[config.mk]
export PLATFORM = sky130hd
export DESIGN_NAME = pipeline_ctrl
export DESIGN_NICKNAME = d
export VERILOG_FILES = /design/src/rtl/rv32_pipe_pkg.sv /design/src/rtl/pipeline_ctrl_fwd_pick.sv /design/src/rtl/pipeline_ctrl.sv
export SDC_FILE = /design/constraint.sdc
export NUM_CORES = 1
export LEC_CHECK = 0
export CORE_MARGIN = 10
export CORE_UTILIZATION = 50
export CTS_CLUSTER_DIAMETER = 100
export CTS_CLUSTER_SIZE = 8
export DETAILED_ROUTE_END_ITERATION = 7
export PLACE_DENSITY = 0.79
export SETUP_SLACK_MARGIN = 0.15
export SLEW_MARGIN = 30
export SYNTH_ARGS = -nofsm -noshare
export SYNTH_HDL_FRONTEND = slang
export SYNTH_HIERARCHICAL = 1
export SYNTH_SLANG_ARGS = --single-unit
[constraint.sdc]
create_clock -name clk -period 3.49 [get_ports clk]
set_input_delay 1.047 -clock clk [delete_from_list [all_inputs] [get_ports clk]]
set_output_delay 1.047 -clock clk [all_outputs]
set_load 0.03 [all_outputs]
[src/rtl/rv32_pipe_pkg.sv]
// rv32_pipe_pkg: shared types and constants for the RV32I pipeline hazard
// controller.
//   FWD_*          EX operand select encodings
//   stage_ctl_t    ID/EX shadow fields {valid, rs1, rs2, rd, reg_write, mem_read}
//   exmem_ctl_t    EX/MEM shadow fields (source registers no longer needed)
//   memwb_ctl_t    MEM/WB shadow fields (load flag no longer needed: a load's
//                  data is ready for forwarding once it reaches write-back)
//   *_BUBBLE       all-zero stage contents
package rv32_pipe_pkg;

  localparam logic [1:0] FWD_REG   = 2'b00;
  localparam logic [1:0] FWD_MEMWB = 2'b01;
  localparam logic [1:0] FWD_EXMEM = 2'b10;

  typedef struct packed {
    logic       valid;
    logic [4:0] rs1;
    logic [4:0] rs2;
    logic [4:0] rd;
    logic       reg_write;
    logic       mem_read;
  } stage_ctl_t;

  typedef struct packed {
    logic       valid;
    logic [4:0] rd;
    logic       reg_write;
    logic       mem_read;
  } exmem_ctl_t;

  typedef struct packed {
    logic       valid;
    logic [4:0] rd;
    logic       reg_write;
  } memwb_ctl_t;

  localparam stage_ctl_t STAGE_BUBBLE = '0;
  localparam exmem_ctl_t EXMEM_BUBBLE = '0;
  localparam memwb_ctl_t MEMWB_BUBBLE = '0;

endpackage

[src/rtl/pipeline_ctrl_fwd_pick.sv]
// fwd_pick: combinational forwarding select for one EX-stage source operand.
//   src    source register read by the instruction currently in EX
//   exmem  EX/MEM shadow fields
//   memwb  MEM/WB shadow fields
//   sel    FWD_EXMEM / FWD_MEMWB / FWD_REG
// A load sitting in EX/MEM has no data yet, so it never forwards from there;
// the load-use stall guarantees the consumer meets it again in MEM/WB.
module fwd_pick
  import rv32_pipe_pkg::*;
(
  input  logic [4:0] src,
  input  exmem_ctl_t exmem,
  input  memwb_ctl_t memwb,
  output logic [1:0] sel
);

  always_comb begin
    sel = FWD_REG;
    if (exmem.valid && exmem.reg_write && !exmem.mem_read &&
        (exmem.rd != 5'd0) && (exmem.rd == src)) begin
      sel = FWD_EXMEM;
    end else if (memwb.valid && memwb.reg_write &&
                 (memwb.rd != 5'd0) && (memwb.rd == src)) begin
      sel = FWD_MEMWB;
    end
  end

endmodule

[src/rtl/pipeline_ctrl.sv]
// pipeline_ctrl: hazard and sequencing controller for the 5-stage RV32I pipe.
// Ports:
//   clk, reset                 clock, asynchronous active-high reset
//   id_*                       decoded fields of the instruction in ID
//   ex_branch_taken            branch/jump in EX resolved taken
//   stall                      hold PC and IF/ID (load-use hazard)
//   flush_ifid, flush_idex     squash IF/ID and the ID/EX load (taken branch)
//   forwardA, forwardB         EX operand selects
//   wb_en, wb_rd               register-bank write port
//   stall_cnt, flush_cnt       saturating event counters
module pipeline_ctrl
  import rv32_pipe_pkg::*;
#(
  parameter int CNT_W = 16
) (
  input  logic             clk,
  input  logic             reset,
  input  logic             id_valid,
  input  logic [4:0]       id_rs1,
  input  logic [4:0]       id_rs2,
  input  logic             id_uses_rs1,
  input  logic             id_uses_rs2,
  input  logic [4:0]       id_rd,
  input  logic             id_reg_write,
  input  logic             id_mem_read,
  input  logic             ex_branch_taken,
  output logic             stall,
  output logic             flush_ifid,
  output logic             flush_idex,
  output logic [1:0]       forwardA,
  output logic [1:0]       forwardB,
  output logic             wb_en,
  output logic [4:0]       wb_rd,
  output logic [CNT_W-1:0] stall_cnt,
  output logic [CNT_W-1:0] flush_cnt
);

  function automatic logic [CNT_W-1:0] sat_inc(input logic [CNT_W-1:0] v);
    return (&v) ? v : v + {{(CNT_W-1){1'b0}}, 1'b1};
  endfunction

  stage_ctl_t idex_p0;
  exmem_ctl_t exmem_p1;
  memwb_ctl_t memwb_p2;
  stage_ctl_t idex_nxt;

  logic taken;
  logic src_match;
  logic load_use;

  always_comb begin
    // A branch resolving with a bubble in EX is not a real branch.
    taken     = ex_branch_taken & idex_p0.valid;
    src_match = (id_uses_rs1 && (id_rs1 == idex_p0.rd)) ||
                (id_uses_rs2 && (id_rs2 == idex_p0.rd));
    load_use  = id_valid && idex_p0.valid && idex_p0.mem_read &&
                (idex_p0.rd != 5'd0) && src_match;
    // The branch squashes the stalled instruction, so it wins.
    stall      = load_use & ~taken;
    flush_ifid = taken;
    flush_idex = taken;

    idex_nxt = STAGE_BUBBLE;
    if (id_valid && !taken && !stall) begin
      idex_nxt.valid     = 1'b1;
      idex_nxt.rs1       = id_rs1;
      idex_nxt.rs2       = id_rs2;
      idex_nxt.rd        = id_rd;
      // x0 destinations are treated as no-writes so nothing downstream
      // ever forwards, stalls on, or writes x0.
      idex_nxt.reg_write = id_reg_write & (id_rd != 5'd0);
      idex_nxt.mem_read  = id_mem_read & (id_rd != 5'd0);
    end

    wb_en = memwb_p2.valid & memwb_p2.reg_write & (memwb_p2.rd != 5'd0);
    wb_rd = memwb_p2.valid ? memwb_p2.rd : 5'd0;
  end

  // ---- stage boundary: ID -> EX -> MEM -> WB ----
  always_ff @(posedge clk or posedge reset) begin
    if (reset) begin
      idex_p0   <= STAGE_BUBBLE;
      exmem_p1  <= EXMEM_BUBBLE;
      memwb_p2  <= MEMWB_BUBBLE;
      stall_cnt <= '0;
      flush_cnt <= '0;
    end else begin
      idex_p0  <= idex_nxt;
      exmem_p1 <= '{valid:     idex_p0.valid,
                    rd:        idex_p0.rd,
                    reg_write: idex_p0.reg_write,
                    mem_read:  idex_p0.mem_read};
      memwb_p2 <= '{valid:     exmem_p1.valid,
                    rd:        exmem_p1.rd,
                    reg_write: exmem_p1.reg_write};
      if (stall) stall_cnt <= sat_inc(stall_cnt);
      if (taken) flush_cnt <= sat_inc(flush_cnt);
    end
  end

  fwd_pick u_fwd_a (
    .src   (idex_p0.rs1),
    .exmem (exmem_p1),
    .memwb (memwb_p2),
    .sel   (forwardA)
  );

  fwd_pick u_fwd_b (
    .src   (idex_p0.rs2),
    .exmem (exmem_p1),
    .memwb (memwb_p2),
    .sel   (forwardB)
  );

endmodule
==> results_dict.tcl, run 1 <==
set metrics [dict create \
    outcome "finished, final reports clean" \
    relSlewSlack 0.600 \
    cp-end-kind "primary output" \
    grt_usage 0.147 \
    num_antenna_cells 0 \
    num_rows 28 \
    vdd_ir_drop_max_mv 0.419 \
    io_pins 68 \
    start_util 0.512 \
    drive_above_1_share 0.101 \
    ys_seq_elements 65 \
    r2r_setup_slack_ns 1.38 \
    hold_path_depth 0 \
    rsz0062_at_grt "no" \
    drc 0 \
    yosys.area.top_type "dfrtp_1" \
    slew_viol_final 0 \
    syn_to_final_growth_pct 31.8 \
    coreArea_sq_mm 0.00589 \
    cts_root_buf "clkbuf_8" \
    via_per_inst 5.41 \
    yosysWarningCount 6 \
    hold_path_end "exmem_p1[1]" \
    grt_pass1_vias 2413 \
    cts_tree "yes" \
    syn_avg_cell_area_sq_um 11.4 \
    n_fill_cell 462 \
    synth_edf_count 0 \
    yosys-top-cells-count "dfrtp_1, xnor2_1, and2_1" \
    power.leakage_uw 0.00174 \
    setup_slack_ns 0.223 \
    synth_ff_type "dfrtp_1" \
    r2r_start "idex_p0[2]" \
    antenna_found_initial 0 \
    multi_input_area_sq_mm 0.00134 \
    fp.dieW_microns 97.6 \
    synthesis.area_sq_mm 0.00301 \
    worstSetupPathType "input pin to primary output" \
    gp_congestion 0.864 \
    skew_ns 0.00655 \
    wl_per_cell_microns 16.5 \
    clkTransAtPathRegs_ns 0.07 \
    synth.area.top_cells "dfrtp_1, xnor2_1, and2_1" \
    period_share 0.936 \
    max_slew.worst_pin.slew_ns 0.597 \
    cp-start-kind "input pin" \
    clockBufferDepth 2 \
    required_ns 2.44 \
    cap_violations 0 \
    min-delay-start "idex_p0[1]" \
    drtIter0Drc 78 \
    path_max_fanout 4 \
    hold_path.class "flip-flop to flip-flop" \
    period_minus_slack_ns 3.27 \
    utilization 0.675 \
    regArea_sq_mm 0.00163 \
    synth.distinct_cells 39 \
    h-tree-depth 3 \
    first_pass_iters 4 \
    dp_slack_ns 0.113 \
    die-area_sq_mm 0.00953 \
    worstReg2RegEnd "idex_p0[1]" \
    ff2ff_path_depth 4 \
    synthesis.nets 289 \
    grt_pass1_wl_microns 11500 \
    ys_seq_area_frac 0.540 \
    crit_arrival_ns 2.22 \
    hpwl_microns 5210 \
    gr-total-overflow 0 \
    nets 366 \
    synthArstFlopShare 1.00 \
    vias 2277 \
    synth_top_area_share 0.540 \
    die_y_microns 97.6 \
    syn_inst 264 \
    routed_wl_microns 6960 \
    synth.most_common_cell "dfrtp_1" \
    clkLatencyLatePin_ns 0.34 \
    cts_buffers 9 \
    post_cts_buffers 0 \
    hold_viol_final 0 \
    cts.sinks 65 \
    grt_max_degree 66 \
    p_per_area_mw_per_mm2 439 \
    final.setup.tns_ns 0 \
    io_buffers 67 \
    ant_nets 0 \
    setup_viol 0 \
    fmax_mhz 306 \
]
==> metrics by stage <==
step / hold slack [ns] / total power, uW / cells / instance area (sq um)
after floorplan: 0.331 / 1080 / 264 / 3010
final: 0.358 / 1740 / 421 / 3970
after detailed placement: 0.342 / 1230 / 405 / 3780
after CTS: 0.359 / 1760 / 421 / 3940
after global routing: 0.362 / 1830 / 421 / 3970
after global placement: 0.333 / 1220 / 405 / 3780
==> registers in the layout (all words and copies together), names as in the netlist <==
register and flops:
idex_p0 18, flush_cnt 16, stall_cnt 16, exmem_p1 8
memwb_p2 7
==> cell type report <==
class | instances | area share
timing repair buffer | 70 | 0.182
clock inverter | 6 | 0.00882
multi-input combinational | 189 | 0.338
tap | 75 | 0.0236
clock buffer | 10 | 0.0321
inverter | 6 | 0.00567
sequential | 65 | 0.410
==> how the worst max path moves through the flow <==
stage,startpoint,to,slack [ns],depth (start not counted)
CTS,id_rs1[2],stall,0.15,6
floorplan,id_rs2[2],stall,0.19,5
finish,ex_branch_taken,stall,0.22,5
global placement,id_rs2[3],stall,0.11,6
detailed placement,id_rs2[3],stall,0.11,6
global route,ex_branch_taken,stall,0.17,5
==> per-layer routing <==
metal	global-route usage	vias to the layer above	share of wire
li1	-	1071	-
met3	0.0676	10	0.074
met4	0.0515	0	0.012
met2	0.253	71	0.52
met5	0	-	0
met1	0.154	1125	0.39
==> power breakdown <==
part	internal (uW)	total (uW)	switching [uW]
sequential	807	879	71.6
combinational	155	328	173
clock	252	536	283
total	1210	1740	528
==> timing repair <==
| action | in CTS | in global routing |
|---|---|---|
| gates resized for setup | 3 | 11 |
| endpoints found under the hold margin | 0 | 0 |
| pin swaps | 2 | 4 |
| hold buffers | 0 | 0 |
| endpoints found under the setup margin | 1 | 4 |
==> placed cells by master (no fill, tap or decap), types with 3 or more instances in the layout <==
cell type         n
clkdlybuf4s50_1  52
clkbuf_8          9
nor4_1            5
nand2_1          16
dfrtp_1          65
and3_1            8
nand4_1          16
dlymetal6s2s_1   10
nor2_1           14
inv_1             5
xnor2_1          51
and2_1           23
clkinv_2          4
xor2_1            3
buf_4             4
nand3_1          18
==> worst max-delay path: stages <==
cell	delay (ns)
clkdlybuf4s50_1	0.42
and4b_1	0.31
o21a_4	0.17
and2_4	0.14
buf_6	0.13
==> cells by family after synthesis <==
family / count (synthesis) / share of synthesized area
AO/OA/AOI/OAI: 19 / 0.0631
XOR/XNOR: 54 / 0.157
adder cells (fa/ha/maj): 2 / 0.00830
buffers and inverters: 10 / 0.0162
flip-flops: 65 / 0.540
multiplexers: 2 / 0.00747
AND/OR/NAND/NOR: 112 / 0.208
Power figures use the tool's default switching activity.
==> inputs of run 2 (changes only) <==
--- a/config.mk
+++ b/config.mk
@@ -6,11 +6,11 @@
 export NUM_CORES = 1
 export LEC_CHECK = 0
 export CORE_MARGIN = 10
-export CORE_UTILIZATION = 50
+export CORE_UTILIZATION = 40
 export CTS_CLUSTER_DIAMETER = 100
 export CTS_CLUSTER_SIZE = 8
 export DETAILED_ROUTE_END_ITERATION = 7
-export PLACE_DENSITY = 0.79
+export PLACE_DENSITY = 0.66
 export SETUP_SLACK_MARGIN = 0.15
 export SLEW_MARGIN = 30
 export SYNTH_ARGS = -nofsm -noshare
==> results_dict.tcl, run 2 (synthesis results as in run 1) <==
set metrics [dict create \
    worstSetupPathType "input pin to primary output" \
    power.leakage_uw 0.00169 \
    hold_viol_final 0 \
    cp-start-kind "input pin" \
    drc 0 \
    max_slew.worst_pin.slew_ns 0.662 \
    critical_path.top_delay_family "buffers and inverters" \
    syn_to_final_growth_pct 34.2 \
    grt_max_degree 35 \
    cpPeakStageDelay_ns 0.49 \
    grt_usage 0.126 \
    slew_viol_final 0 \
    first_pass_iters 6 \
    nets 367 \
    num_rows 31 \
    relSlewSlack 0.558 \
    hpwl_microns 5400 \
    path_max_fanout 2 \
    period_share 0.944 \
    cts_hold_buf 0 \
    ant_nets 0 \
    vias 2234 \
    crit_arrival_ns 2.25 \
    cp_slowest_cell "clkdlybuf4s50_1" \
    hold_path.class "flip-flop to flip-flop" \
    io_buffers 67 \
    cts_tree "yes" \
    cap_violations 0 \
    grt_pass1_wl_microns 11600 \
    fp.dieW_microns 107 \
    coreArea_sq_mm 0.00729 \
    skew_ns 0.00823 \
    gp_congestion 0.852 \
    outcome "finished, final reports clean" \
    largest_register_ffs 18 \
    wl_per_cell_microns 15.6 \
    setup_viol 0 \
    clkLatencyLatePin_ns 0.34 \
    drive_above_1_share 0.104 \
    p_per_area_mw_per_mm2 472 \
    via_per_inst 5.01 \
    period_minus_slack_ns 3.30 \
    stdcell_count 446 \
    cts.sinks 65 \
    cp-end-kind "primary output" \
    cts_buffers 9 \
    die-area_sq_mm 0.0114 \
    rsz0062_at_grt "yes" \
    cts_root_buf "clkbuf_8" \
    die_y_microns 107 \
    gr-total-overflow 0 \
    grt_pass1_vias 2314 \
    num_antenna_cells 0 \
    reg.largest.list "idex_p0 (18), flush_cnt (16), stall_cnt (16)" \
    fmax_mhz 303 \
    clkTransAtPathRegs_ns 0.07 \
    dp.cells 430 \
    top_register "idex_p0" \
    clockBufferDepth 2 \
    start_util 0.413 \
    regArea_sq_mm 0.00163 \
    n_fill_cell 675 \
    antenna_found_initial 0 \
    cp_cell_sequence "clkdlybuf4s50_1 -> xnor2_1 -> nand4_1 -> o22ai_2 -> and2_4 -> buf_6" \
    multi_input_area_sq_mm 0.00134 \
    layout_commonest_cell "dfrtp_1" \
    p_total_uw 1910 \
    drtIter0Drc 82 \
    routed_wl_microns 6960 \
    vdd_ir_drop_max_mv 0.207 \
    required_ns 2.44 \
    final.setup.tns_ns 0 \
    io_pins 68 \
    h-tree-depth 3 \
    utilization 0.555 \
    final_cell_mix "dfrtp_1, clkdlybuf4s50_1, xnor2_1, and2_1, nand3_1" \
    cp_num_buf_inv 2 \
]
run 2: cell types whose count changed in the layout (fill, tap and decap cells not counted), sizes merged:
cell           delta
dlymetal6s2s      -7
dlygate4sd2       +4
clkdlybuf4s50     +3
bufinv            +2
clkinv            -2
buf               +1
run 2: worst register-to-register path, delay by kind of cell, from the launching register on:
kind / cells / cell delay, ns
compound gates: 2 / 0.76
flops: 1 / 0.44
simple gates: 2 / 0.81
run 2: final timing paths:
path                                 start             to  slack (ns)  cells past startpoint
max in group asynchronous            reset  stall_cnt[10]        1.76                      3
worst min-delay path            idex_p0[1]    exmem_p1[1]        0.35                      0
min in group asynchronous            reset  flush_cnt[11]        1.12                      2
worst max-delay path             id_rs1[0]          stall        0.19                      6
worst min register to register  idex_p0[1]    exmem_p1[1]        0.35                      0
worst max register to register  idex_p0[2]     idex_p0[0]        1.41                      4
run 2: metrics by stage:
stage / hold slack [ns] / worst slack [ns] / cell area [sq um]
2_1_floorplan: 0.331 / 0.190 / 3010
3_3_place_gp: 0.335 / 0.0641 / 3820
3_5_place_dp: 0.338 / 0.0681 / 3820
4_1_cts: 0.356 / 0.152 / 4040
5_1_grt: 0.358 / 0.136 / 4040
6_report: 0.354 / 0.194 / 4040
run 2: power breakdown:
| group | switching [uW] | internal, uW | leakage, uW |
|---|---|---|---|
| Sequential | 74.3 | 807 | 0.000862 |
| Clock | 297 | 405 | 0.000103 |
| Combinational | 170 | 155 | 0.000721 |
run 2: final cells by class:
type | instances | share of cell area
flip-flops and latches | 65 | 0.402
multi-input cells | 189 | 0.332
repair buffers | 71 | 0.175
clock buffers | 10 | 0.0316
well taps | 99 | 0.0306
clock inverters | 6 | 0.0229
inverters | 6 | 0.00557
run 2: per-layer routing:
metal	GRT usage	wire [microns]	up-vias
met2	0.218	3520	52
met5	0	0	-
met3	0.0491	422	11
met4	0.0338	93	0
met1	0.142	2920	1094
li1	-	-	1077
run 2: what timing repair did:
item / in CTS / in global routing
hold endpoints to repair: 0 / 0
resized for setup: 8 / 3
pin swaps: 4 / 1
setup buffers: 0 / 0
setup endpoints to repair: 1 / 2
